`src/rtl/mul_unit.sv`:
```
// Multi-cycle unsigned shift-add multiplier returning one product half as a register-file write.
// Optional MUL_EARLY_EXIT_EN: leave BUSY as soon as the remaining multiplier bits are all zero.
module mul_unit #(
    parameter int n = 8
) (
    input  logic         clk,
    input  logic         Reset,
    input  logic         Start,
    input  logic         Hi,
    input  logic [n-1:0] A,
    input  logic [n-1:0] B,
    input  logic [1:0]   Dest,
    output logic         Busy,
    output logic         Reg_w,
    output logic [1:0]   Waddr,
    output logic [n-1:0] Wdata,
    output logic [1:0]   dbg_state
);

    localparam int CW = (n > 1) ? $clog2(n) : 1;
    localparam logic [CW-1:0] LAST_COUNT = CW'(n - 1);

    typedef enum logic [1:0] {
        IDLE = 2'd0,
        BUSY = 2'd1,
        DONE = 2'd2
    } state_t;

    state_t          state_q, state_d;
    logic [2*n-1:0]  acc_q, acc_d;
    logic [2*n-1:0]  mcand_q, mcand_d;
    logic [n-1:0]    mplier_q, mplier_d;
    logic [CW-1:0]   count_q, count_d;
    logic [1:0]      dest_q, dest_d;
    logic            hi_q, hi_d;
    logic [n-1:0]    wdata_q, wdata_d;
    logic            last_cycle;

    // Handshake: Start acts as valid and is only accepted while Busy is low (IDLE);
    // Busy is the inverted ready and is never queued against.
    always_comb begin
        state_d    = state_q;
        acc_d      = acc_q;
        mcand_d    = mcand_q;
        mplier_d   = mplier_q;
        count_d    = count_q;
        dest_d     = dest_q;
        hi_d       = hi_q;
        wdata_d    = wdata_q;
        last_cycle = 1'b0;
        case (state_q)
            IDLE: begin
                if (Start) begin
                    acc_d    = '0;
                    mcand_d  = {{n{1'b0}}, A};
                    mplier_d = B;
                    count_d  = '0;
                    dest_d   = Dest;
                    hi_d     = Hi;
                    state_d  = BUSY;
                end
            end
            BUSY: begin
                if (mplier_q[0]) begin
                    acc_d = acc_q + mcand_q;
                end
                mcand_d    = mcand_q << 1;
                mplier_d   = mplier_q >> 1;
                count_d    = count_q + 1'b1;
                last_cycle = (count_q == LAST_COUNT);
`ifdef MUL_EARLY_EXIT_EN
                last_cycle = last_cycle | (mplier_d == '0);
`endif
                if (last_cycle) begin
                    state_d = DONE;
                    // acc_d already holds the final product in the exit cycle.
                    wdata_d = hi_q ? acc_d[2*n-1:n] : acc_d[n-1:0];
                end
            end
            DONE: begin
                state_d = IDLE;
            end
            default: begin
                state_d = IDLE;
            end
        endcase
    end

    always_ff @(posedge clk) begin
        if (Reset) begin
            state_q  <= IDLE;
            acc_q    <= '0;
            mcand_q  <= '0;
            mplier_q <= '0;
            count_q  <= '0;
            dest_q   <= '0;
            hi_q     <= 1'b0;
            wdata_q  <= '0;
        end else begin
            state_q  <= state_d;
            acc_q    <= acc_d;
            mcand_q  <= mcand_d;
            mplier_q <= mplier_d;
            count_q  <= count_d;
            dest_q   <= dest_d;
            hi_q     <= hi_d;
            wdata_q  <= wdata_d;
        end
    end

    // r0 is hard-wired, so a DONE targeting it produces no strobe.
    assign Busy      = (state_q != IDLE);
    assign Reg_w     = (state_q == DONE) && (dest_q != 2'd0);
    assign Waddr     = (state_q == DONE) ? dest_q : 2'd0;
    assign Wdata     = wdata_q;
    assign dbg_state = state_q;

endmodule
```
`config.mk`:
```
export PLATFORM = sky130hd
export DESIGN_NAME = mul_unit
export DESIGN_NICKNAME = d
export VERILOG_FILES = /design/src/rtl/mul_unit.sv
export SDC_FILE = /design/constraint.sdc
export NUM_CORES = 1
export LEC_CHECK = 0
export CORE_MARGIN = 8
export CORE_UTILIZATION = 30
export CTS_CLUSTER_DIAMETER = 40
export DETAILED_ROUTE_END_ITERATION = 8
export SLEW_MARGIN = 30
export SYNTH_ARGS = -nofsm -noshare
export SYNTH_HDL_FRONTEND = slang
export SYNTH_SLANG_ARGS = --single-unit
```
`constraint.sdc`:
```
create_clock -name clk -period 2.74 [get_ports clk]
set_input_delay 0.548 -clock clk [delete_from_list [all_inputs] [get_ports clk]]
set_output_delay 0.548 -clock clk [all_outputs]
set_load 0.03 [all_outputs]
```
# --- Word level (Yosys, flattened, before mapping) ---
# Index checks and enable logic that the tools add are counted.
totals:
  regBits: 56
  input_bits: 22
  output_inout_bits: 14
  word_cells: 38
classes:
  n_addsub: 2
  n_eq_ne: 5
  n_mux: 14
  reduce_logical: 9
ops:
  columns: ["cell", "count"]
  rows:
  - ["$pmux 16 s2", 2]
  - ["$mux 16", 3]
  - ["$add 16x16->16", 1]
  - ["$mux 8", 2]
  - ["$pmux 8 s2", 1]
  - ["$reduce_and 2->1", 4]
  - ["$mux 2", 3]
  - ["$pmux 3 s2", 1]
  - ["$reduce_bool 2->1", 3]
  - ["$ne 2x2->1 const B", 2]
  - ["$pmux 2 s2", 1]
  - ["$add 3x1->3 const B", 1]
  - ["$eq 3x3->1 const B", 1]
  - ["$mux 3", 1]
  - ["$eq 2x1->1 const B", 1]
  - ["$eq 2x2->1 const B", 1]
  - ["$logic_not 2->1", 1]
  - ["$logic_and 1x1->1", 1]

# --- Longest topological paths before layout ---
depth:
  depth_word: 3
  mapped_depth: 9

# --- Worst setup path before layout ---
# No wires, ideal clock.
synth_timing:
  kind: "reg2reg"
  from: "reg acc_q[0]"
  to: "reg wdata_q[4] (netlist: Wdata[4])"
  arrival_ns: 2.118
  required_time_ns: 2.661
  path_slack_ns: 0.542
  stages_incl_launch_ff: 10
  n_path_buf: 0
  period_less_slack_ns: 2.198
  path_cell_list: "dfxtp_1 ha_1 fa_1 a21oi_1 o21ai_2 a22oi_1 nor2_1 o31a_1 mux2_2 a22oi_1"
synth_between:
  elab_chain_len: 3
synth_rtl:
  columns: ["element", "line_no", "source"]
  rows:
  - ["start, declared", "30", "logic [2*n-1:0] acc_q, acc_d;"]
  - ["start signal, assigned", "92", "acc_q <= '0;"]
  - ["start signal, assigned", "101", "acc_q <= acc_d;"]
  - ["$add 16x16->16", "65", "acc_d = acc_q + mcand_q;"]
  - ["$mux 16", "64", "if (mplier_q[0]) begin"]
  - ["$mux 8", "77", "wdata_d = hi_q ? acc_d[2*n-1:n] : acc_d[n-1:0];"]
  - ["end signal, assigned", "107", "wdata_q <= wdata_d;"]
  - ["end, declared", "36", "logic [n-1:0] wdata_q, wdata_d;"]
# Every way passes these cells.
# A chain may end at the register's enable or synchronous reset.

# --- Worst setup path after layout ---
# Same ends and word-level chain as after synthesis.

==> flow_summary.json <==
{
  "status": "finished clean",
  "postRouteAntennaNets": 0,
  "first_pass_iters": 5,
  "synth_seq_cells": 56,
  "grt.overflow.total": 0,
  "ios": 36,
  "dr.first_iter.drc_count": 172,
  "yosys_warnings": 0,
  "drc": 0,
  "critical_path.cell_chain": "ha_1 -> fa_1 -> a21oi_1 -> o21ai_2 -> a22oi_1 -> nor2_1 -> o31a_1 -> mux2_2 -> a22oi_1",
  "max_freq_ghz": 0.415,
  "netlist_instances": 392,
  "yosys-top-cells-area": "dfxtp_1, nand2_1, ha_1",
  "path_buf_inv": 0,
  "clk_pin_slew_ps": 110,
  "syn_avg_cell_area_um2": 8.13,
  "endpoint": "Wdata[4]",
  "via_per_inst": 5.18,
  "grt_pass1_vias": 2908,
  "cts_buffers": 5,
  "cp-start-kind": "flip-flop",
  "async_flop_share": 0,
  "rr_startpoint": "acc_q[0]",
  "dp_hpwl_mm": 5.88,
  "fin_nets": 456,
  "stdcell_area_um2": 3780,
  "power.leakage_nw": 1.44,
  "vdd_drop_max_v": 0.000239,
  "antenna_found_initial": 0,
  "clk_latency_ps": 320,
  "cts_sinks": 56,
  "grt_pass1_wl_mm": 14.0,
  "place.gp.congestion": 0.907,
  "wirelength_mm": 8.28,
  "core_area_um2": 10300,
  "h-tree-depth": 2,
  "die_y_um": 119,
  "synth_edf_count": 0,
  "tightestPinTransition_ps": 947,
  "cp.arrival_ps": 2660,
  "die_area_um2": 14200,
  "post_dp_cell_area_um2": 3670,
  "cp_max_fo": 3,
  "die_w_um": 119,
  "io_buffers": 35,
  "setup_tns_ps": 0,
  "cp_slowest_cell": "fa_1",
  "wl_per_cell_um": 15.0,
  "r2r-end": "Wdata[4]",
  "diodes": 0,
  "dr_total_vias": 2866,
  "initial_core_util": 0.309,
  "synth_area_um2": 3190,
  "fillers": 1064,
  "cp_slowest_stage_delay_ps": 420,
  "fin_crit_sh": 0.879,
  "yosys.area.top_type": "dfxtp_1",
  "critical_path_class": "flip-flop to flip-flop",
  "synthFlopType": "dfxtp_1",
  "cts_tree": "yes",
  "synth_commonest_cells": "nand2_1, dfxtp_1, nor2_1",
  "ys_seq_area_frac": 0.352,
  "syn_nets": 432,
  "cp_num_cells": 9,
  "rows": 37,
  "timing.critical_path.from": "acc_q[0]",
  "slew_violations": 0,
  "end_kind": "flip-flop",
  "grt_max_degree": 48,
  "cts_hold_buf": 0,
  "syn_to_final_growth_pct": 18.6,
  "synth_top_area_frac": 0.352,
  "drv_cap": 0,
  "min_path_type": "flip-flop to flip-flop",
  "crit_family": "compound AO/OA/AOI/OAI gates",
  "post_cts_buffers": 0,
  "worst_path_most_repeated_cell": "a22oi_1",
  "synth_most_common_cell": "nand2_1",
  "crit_required_ps": 2990,
  "reg2reg_slack_ps": 330,
  "root_buffer": "clkbuf_8",
  "p_per_area_nw_per_um2": 450,
  "yosysUniqueCellTypes": 58,
  "ff2ff_path_depth": 9,
  "layout-drive-gt1-share": 0.0887,
  "slew-limit-headroom": 0.368,
  "grt_usage": 0.116,
  "setup-violations-final": 0,
  "fin_skew_ps": 7.62,
  "cts_buffer_depth": 2,
  "final_hold_viol_count": 0,
  "cts.repair.resized": 0,
  "rsz0062_at_grt": "no",
  "min_period_ps": 2410
}
[placed cells by master, fill, tap and decap left out, drive strengths merged, types with 7 or more instances in the layout]
master         netlist  routed
nand2               71      71
a21oi               37      37
xnor2                7       7
nor2                40      40
a311oi              14      14
a22oi               10      10
ha                  17      17
buf                  7      10
dfxtp               56      56
o21ai               11      11
nand3               20      20
clkdlybuf4s50        0      34
[cell families after synthesis]
family,count (synthesis),synth area share
and+or+nand+nor,156,0.220
AOI/OAI and AO/OA,110,0.250
adders and majority gates,18,0.0730
buffers and inverters,31,0.0373
DFF,56,0.352
muxes,8,0.0322
xor gates and xnor gates,13,0.0357
[layout make-up]
type,count,area [um2],share of cell area
sequential,56,1120,0.296
clock inverter,3,46.3,0.0122
clock buffer,5,68.8,0.0182
tap,136,170,0.0450
inverter,4,15.0,0.00397
multi-input combinational,305,1950,0.515
timing repair buffer,44,413,0.109
[metrics by stage]
stage	total power, mW	cells	hold WS (ps)	utilization	setup WS (ps)
floorplan	1.05	392	432	-	542
global placement	1.14	545	437	0.355	424
detailed placement	1.14	545	445	0.355	375
CTS	1.71	553	461	0.366	341
global route	1.77	553	472	0.366	174
finish	1.70	553	459	0.366	332
[state kept, by name, indices dropped and copies added, names as in the netlist]
register and cells:
hi_q 1, acc_q 16, dest_q 2, count_q 3, mcand_q 16, dbg_state 2, mplier_q 8, Wdata 8
[power breakdown]
group | switching (mW) | total, mW | internal [mW]
sequential | 0.0351 | 0.879 | 0.844
combinational | 0.145 | 0.245 | 0.0994
clock | 0.303 | 0.579 | 0.276
total | 0.483 | 1.70 | 1.22
[worst min-delay path: stages, from the launching register on]
cell	delay [ps]
dfxtp_1	320
nand2_1	50
a21oi_1	50
[routing by layer]
layer | track usage | wire [um] | vias up
met5 | 0 | 0 | -
met4 | 0.0348 | 138 | 0
met3 | 0.0246 | 469 | 10
met2 | 0.190 | 3820 | 73
met1 | 0.149 | 3850 | 1332
li1 | - | - | 1451
[how the worst min path moves through the flow]
| stage | from | end | slack, ps | depth (start not counted) |
|---|---|---|---|---|
| after CTS | dest_q[0] | dest_q[0] | 460 | 2 |
| after global routing | Wdata[5] | Wdata[5] | 470 | 2 |
| after global placement | Wdata[5] | Wdata[5] | 440 | 2 |
| final | dest_q[0] | dest_q[0] | 460 | 2 |
| after floorplan | dest_q[1] | dest_q[1] | 430 | 2 |
| after detailed placement | dest_q[0] | dest_q[0] | 440 | 2 |
No activity file was read; power rests on OpenSTA's default activity.
